`src/rtl/text_console.sv`:
```
// Byte-stream console writer for the 80x25 char/attr text screen in video RAM.
// Handles CR/LF/BS/FF, writes printable bytes, scrolls by copying rows up.
module text_console #(
    parameter logic [17:0] BASE = 18'h1E000,
    parameter int          COLS = 80,
    parameter int          ROWS = 25
) (
    input  logic        clock,
    input  logic        reset,
    input  logic [7:0]  data,
    input  logic [7:0]  attr,
    input  logic        valid,
    output logic        ready,
    output logic [17:0] mem_address,
    output logic [7:0]  mem_wdata,
    output logic        mem_we,
    input  logic [7:0]  mem_rdata,
    output logic [10:0] cursor
);
    localparam int CELLS     = COLS * ROWS;
    localparam int BYTES     = 2 * CELLS;
    localparam int ROW_BYTES = 2 * COLS;

    localparam logic [10:0] LAST_POS   = 11'(CELLS - 1);
    localparam logic [10:0] SCROLL_POS = 11'(CELLS - COLS);
    localparam logic [10:0] POS_STEP   = 11'(COLS);
    localparam logic [6:0]  LAST_COL   = 7'(COLS - 1);
    localparam logic [11:0] COPY_LAST  = 12'(BYTES - ROW_BYTES - 1);
    localparam logic [11:0] FILL_FIRST = 12'(BYTES - ROW_BYTES);
    localparam logic [11:0] BYTE_LAST  = 12'(BYTES - 1);
    localparam logic [11:0] ROW_OFS    = 12'(ROW_BYTES);

    typedef enum logic [2:0] {
        IDLE,
        WCHR,
        WATR,
        SCRL_RD,
        SCRL_WR,
        FILL,
        CLR
    } state_t;

    state_t      state_q;
    logic [10:0] pos_q;
    logic [6:0]  col_q;
    logic [7:0]  at_q;
    logic [11:0] cnt_q;
    logic        erase_q;
    logic        ready_q;
    logic [17:0] addr_q;
    logic [7:0]  wdata_q;
    logic        we_q;
    logic [10:0] cursor_q;

    function automatic logic [17:0] cell_addr(input logic [10:0] p);
        return BASE + {6'd0, p, 1'b0};
    endfunction

    function automatic logic [17:0] byte_addr(input logic [11:0] n);
        return BASE + {6'd0, n};
    endfunction

    always_ff @(posedge clock) begin
        if (reset) begin
            state_q  <= IDLE;
            pos_q    <= '0;
            col_q    <= '0;
            at_q     <= '0;
            cnt_q    <= '0;
            erase_q  <= 1'b0;
            ready_q  <= 1'b1;
            addr_q   <= BASE;
            wdata_q  <= '0;
            we_q     <= 1'b0;
            cursor_q <= '0;
        end else begin
            case (state_q)
                IDLE: begin
                    we_q <= 1'b0;
                    // A low ready in IDLE is the settle cycle after a non-writing control code.
                    if (!ready_q) begin
                        ready_q  <= 1'b1;
                        cursor_q <= pos_q;
                    end else if (valid) begin
                        ready_q <= 1'b0;
                        at_q    <= attr;
                        erase_q <= 1'b0;
                        case (data)
                            8'h0D: begin
                                pos_q <= pos_q - {4'd0, col_q};
                                col_q <= '0;
                            end
                            8'h0A: begin
                                if (pos_q < SCROLL_POS) begin
                                    pos_q <= pos_q + POS_STEP;
                                end else begin
                                    cnt_q   <= '0;
                                    addr_q  <= byte_addr(ROW_OFS);
                                    state_q <= SCRL_RD;
                                end
                            end
                            8'h08: begin
                                if (col_q != 7'd0) begin
                                    pos_q   <= pos_q - 11'd1;
                                    col_q   <= col_q - 7'd1;
                                    erase_q <= 1'b1;
                                    addr_q  <= cell_addr(pos_q - 11'd1);
                                    wdata_q <= 8'h20;
                                    we_q    <= 1'b1;
                                    state_q <= WCHR;
                                end
                            end
                            8'h0C: begin
                                cnt_q   <= '0;
                                addr_q  <= BASE;
                                wdata_q <= 8'h20;
                                we_q    <= 1'b1;
                                state_q <= CLR;
                            end
                            default: begin
                                addr_q  <= cell_addr(pos_q);
                                wdata_q <= data;
                                we_q    <= 1'b1;
                                state_q <= WCHR;
                            end
                        endcase
                    end
                end
                WCHR: begin
                    addr_q  <= addr_q + 18'd1;
                    wdata_q <= at_q;
                    state_q <= WATR;
                end
                WATR: begin
                    we_q <= 1'b0;
                    if (erase_q) begin
                        ready_q  <= 1'b1;
                        cursor_q <= pos_q;
                        state_q  <= IDLE;
                    end else if (pos_q == LAST_POS) begin
                        pos_q    <= SCROLL_POS;
                        col_q    <= '0;
                        cursor_q <= SCROLL_POS;
                        cnt_q    <= '0;
                        addr_q   <= byte_addr(ROW_OFS);
                        state_q  <= SCRL_RD;
                    end else begin
                        pos_q    <= pos_q + 11'd1;
                        col_q    <= (col_q == LAST_COL) ? 7'd0 : col_q + 7'd1;
                        cursor_q <= pos_q + 11'd1;
                        ready_q  <= 1'b1;
                        state_q  <= IDLE;
                    end
                end
                SCRL_RD: begin
                    addr_q  <= byte_addr(cnt_q);
                    we_q    <= 1'b1;
                    state_q <= SCRL_WR;
                end
                SCRL_WR: begin
                    if (cnt_q == COPY_LAST) begin
                        cnt_q   <= FILL_FIRST;
                        addr_q  <= byte_addr(FILL_FIRST);
                        wdata_q <= 8'h20;
                        state_q <= FILL;
                    end else begin
                        cnt_q   <= cnt_q + 12'd1;
                        addr_q  <= byte_addr(cnt_q + 12'd1 + ROW_OFS);
                        we_q    <= 1'b0;
                        state_q <= SCRL_RD;
                    end
                end
                FILL, CLR: begin
                    if (cnt_q == BYTE_LAST) begin
                        we_q    <= 1'b0;
                        ready_q <= 1'b1;
                        state_q <= IDLE;
                        if (state_q == CLR) begin
                            pos_q    <= '0;
                            col_q    <= '0;
                            cursor_q <= '0;
                        end else begin
                            cursor_q <= pos_q;
                        end
                    end else begin
                        cnt_q   <= cnt_q + 12'd1;
                        addr_q  <= byte_addr(cnt_q + 12'd1);
                        wdata_q <= cnt_q[0] ? 8'h20 : at_q;
                    end
                end
                default: begin
                    we_q    <= 1'b0;
                    ready_q <= 1'b1;
                    state_q <= IDLE;
                end
            endcase
        end
    end

    // Copy data comes straight from the RAM's registered read port in the write cycle.
    assign mem_wdata   = (state_q == SCRL_WR) ? mem_rdata : wdata_q;
    assign mem_address = addr_q;
    assign mem_we      = we_q;
    assign ready       = ready_q;
    assign cursor      = cursor_q;

endmodule

```
`config.mk`:
```
export PLATFORM = sky130hd
export DESIGN_NAME = text_console
export DESIGN_NICKNAME = d
export VERILOG_FILES = /design/src/rtl/text_console.sv
export SDC_FILE = /design/constraint.sdc
export NUM_CORES = 1
export LEC_CHECK = 0
export CAP_MARGIN = 20
export CORE_AREA = 2 2 139 128
export CTS_BUF_LIST = sky130_fd_sc_hd__clkbuf_4 sky130_fd_sc_hd__clkbuf_8
export DETAILED_ROUTE_END_ITERATION = 7
export DIE_AREA = 0 0 141 130
export GPL_TIMING_DRIVEN = 0
export PLACE_DENSITY = 0.59
export SKIP_CTS_REPAIR_TIMING = 1
export SLEW_MARGIN = 30
export SYNTH_ARGS = -nofsm -noshare
export SYNTH_HDL_FRONTEND = slang
export SYNTH_SLANG_ARGS = --single-unit
```
`constraint.sdc`:
```
create_clock -name clock -period 2.4 [get_ports clock]
set_input_delay 0.24 -clock clock [delete_from_list [all_inputs] [get_ports clock]]
set_output_delay 0.24 -clock clock [all_outputs]
set_load 0.01 [all_outputs]
```
==> results of run 1 <==
[report_power, final]
| part | internal [mW] | switching (mW) |
|---|---|---|
| Sequential | 1.58 | 0.276 |
| Clock | 0.607 | 0.651 |
| Combinational | 1.72 | 2.37 |
| Total | 3.91 | 3.30 |
[kinds of logic after synthesis]
kind of cell / Yosys count / synth area share, %
simple gates: 397 / 29.1
compound gates: 312 / 30.7
buf+inv: 100 / 6.05
flops: 81 / 24.4
xor+xnor: 34 / 4.49
fa+ha+maj: 19 / 3.66
mux: 10 / 1.55
[synth_stat cells (4+ instances only)]
master and count:
nor4_1 6, or4_1 4, ha_1 17, nand3b_1 4
a221o_1 4, nand2_1 119, nor3b_1 10, and2_1 4
nor2b_1 10, inv_1 25, xnor2_1 23, a31oi_1 17
nand4_1 17, nor2_1 111, or3_1 8, o31ai_1 9
o211ai_1 11, or3b_2 4, a21oi_1 91, and4_1 4
nand2b_1 9, nand3_1 34, a311oi_1 15, a211oi_1 23
buf_2 12, o21a_1 4, o32ai_1 4, o22ai_1 9
a221oi_1 6, nor3_1 29, mux2i_1 8, xor2_1 11
dfxtp_1 81, a22oi_1 9, and3_1 9, o31a_1 4
o21ai_0 65, clkbuf_1 57
[metal layers]
layer | wire length, um | GRT usage, %
met5 | 0 | 0
met4 | 772 | 9.65
met3 | 2710 | 5.39
met2 | 11500 | 40.6
met1 | 12200 | 42.0
[cell type report]
cell class                 count  area share [%]
buffer                        65            4.50
inverter                      27            1.31
clock inverter                 7            1.21
sequential                    81            18.6
clock buffer                   9            1.40
multi-input combinational    772            58.7
tap                          216            3.07
timing repair buffer         106            11.2
[through the flow]
| step | power, mW | hold slack (ns) | utilization (%) | instance area (um^2) |
|---|---|---|---|---|
| after global placement | 5.24 | 0.442 | 44.3 | 7570 |
| after detailed placement | 5.24 | 0.447 | 44.3 | 7570 |
| final | 7.21 | 0.299 | 51.6 | 8820 |
| after CTS | 6.49 | 0.369 | 45.7 | 7800 |
| after floorplan | 4.11 | 0.376 | - | 6650 |
| after global routing | 7.60 | 0.303 | 51.6 | 8820 |
[cell usage in the layout, fill, tap and decap left out, types with 17 or more instances in the layout]
| cell type | n |
|---|---|
| clkbuf_1 | 24 |
| nor3_1 | 26 |
| nor2_1 | 100 |
| nand2_1 | 113 |
| inv_1 | 19 |
| dfxtp_1 | 70 |
| a21oi_1 | 90 |
| a211oi_1 | 18 |
| buf_4 | 46 |
| nand4_1 | 17 |
| xnor2_1 | 22 |
| o21ai_0 | 55 |
| clkbuf_2 | 18 |
| clkdlybuf4s50_1 | 60 |
| nand3_1 | 29 |
[worst paths after layout]
kind | start | endpoint | cells after the start
min | data[5] | wdata_q[5] | 4
max reg2reg | cnt_q[1] | mem_address[11] | 10
min reg2reg | wdata_q[5] | wdata_q[5] | 2
max | cnt_q[1] | mem_address[11] | 10
[state kept, by name (all words and copies together), names as in the netlist]
name         cells
mem_address     18
cnt_q           12
cursor          11
pos_q           11
at_q             8
wdata_q          8
col_q            7
state_q          3
erase_q          1
mem_we           1
ready            1
[critical path, cell delays in order, from the launching register on]
cell and delay, ns:
dfxtp_4 0.38, ha_4 0.14, buf_6 0.10, nand4_1 0.23, or3_4 0.50, nor3_4 0.35
buf_4 0.18, a211o_1 0.11, a211oi_2 0.04, o31a_1 0.27, o41ai_2 0.05
==> results.md, run 1 <==
- Status: complete, but fails checks
- Failing checks: design-rule violations, negative setup slack
- Starting density of the core: 38.8%
- Die area: 18300 um^2
- First-pass GRT wire length: 40100 um
- Fin crit period: 2.42 ns
- Routed vias/inst: 6.35
- All-Layer GR Usage: 28.2%
- Min-delay worst type: in -> reg
- Post-synth cell types: 85
- Wire length per cell: 21.2 um
- Num CTS Buffers: 9
- Leak pwr: 3.14 nW
- Clock buffer depth: 2
- Synth area leader: dfxtp_1
- Drt first pass iters: 8
- Fmax: 0.414 GHz
- Post-synthesis cell area: 6640 um^2
- # port buffers: 65
- HPWL Detailed: 19100 um
- Root buf cell: clkbuf_8
- Reg2Reg Setup Slack: -0.02 ns
- Overflow after GRT: 0
- Crit path DAT: 2.74 ns
- Crit path max fanout: 4
- Setup crit start kind: flip-flop
- Worst setup EP type: flip-flop
- Worst Path Required: 2.73 ns
- CORE AREA: 17100 um^2
- RSZ-0062 raised after global routing: yes
- Synthesis-to-layout area growth: 32.9%
- FILL cells: 1675
- Final hold violation count: 0
- Fin crit share: 101%
- Final setup viols: 1
- Pre-CTS WS: -0.922 ns
- CP Class: reg -> reg
- Area of the multi-input gates: 5180 um^2
- Top cells by area in the synthesized netlist: dfxtp_1 24%, a21oi_1 6.9%, nand2_1 6.7%
- Fin Setup TNS: -0.0164 ns
- RD Place Congestion: 0.973
- Flops & latches, synth: 81
- Non-filler cells, final: 1283
- Post-synth ARST share: 0%
- Post-synth EDFFs: 0
- Tightest Pin Transition: 1.02 ns
- Power Dens Cells: 818 nW/um^2
- Total Routed Length: 27200 um
- DR vias: 8152
- Clk pin slew, worst setup/hold paths: 0.11 ns
- Dpl cells: 1234
- Mean cell area of the mapped netlist: 6.96 um^2
- H-tree depth: 3
- Largest net degree at the start of global routing: 17
- DRT antenna net count: 0
- Top_reg_cell synth: dfxtp_1
- Detailed Route Iter0 Violations: 1134
- Cells after Synth: 953
- Nets: 1107
- Worst-skew pair later-pin latency: 0.41 ns
- Yosys synthesis warning count: 0
- Worst VDD drop: 362 uV
- Slew margin rel.: 32.0%
- CTS tree: done
- Post-Synthesis Net Count: 998
- MaxCap Viol Count: 0
- Sequential Area: 1640 um^2
- Fin worst setup slack: -0.0164 ns
- Boundary Pins: 66
- Initial antenna violation count: 0
- Max Slew Vio Count: 0
- Vias in the first global route: 6782
- Seq/Total Area, Yosys: 24.4%
- Layout cells sized above 1: 21.0%
- Die X: 141 um
- Die Span Y: 130 um
- # rows: 46
- Layout Skew: 0.0212 ns
- # diodes: 0
- DR DRC count: 2
- Clock Sinks: 81
- Yosys top cell area share: 24.4%
No activity file was read; power rests on OpenSTA's default activity.
==> run 2, diff against run 1 <==
--- a/config.mk
+++ b/config.mk
@@ -11,6 +11,7 @@
 export DETAILED_ROUTE_END_ITERATION = 7
 export DIE_AREA = 0 0 141 130
 export GPL_TIMING_DRIVEN = 0
+export HOLD_SLACK_MARGIN = 0.02
 export PLACE_DENSITY = 0.59
 export SKIP_CTS_REPAIR_TIMING = 1
 export SLEW_MARGIN = 30
==> results of run 2 <==
Final layout, timing and power as in run 1 (identical DEF).
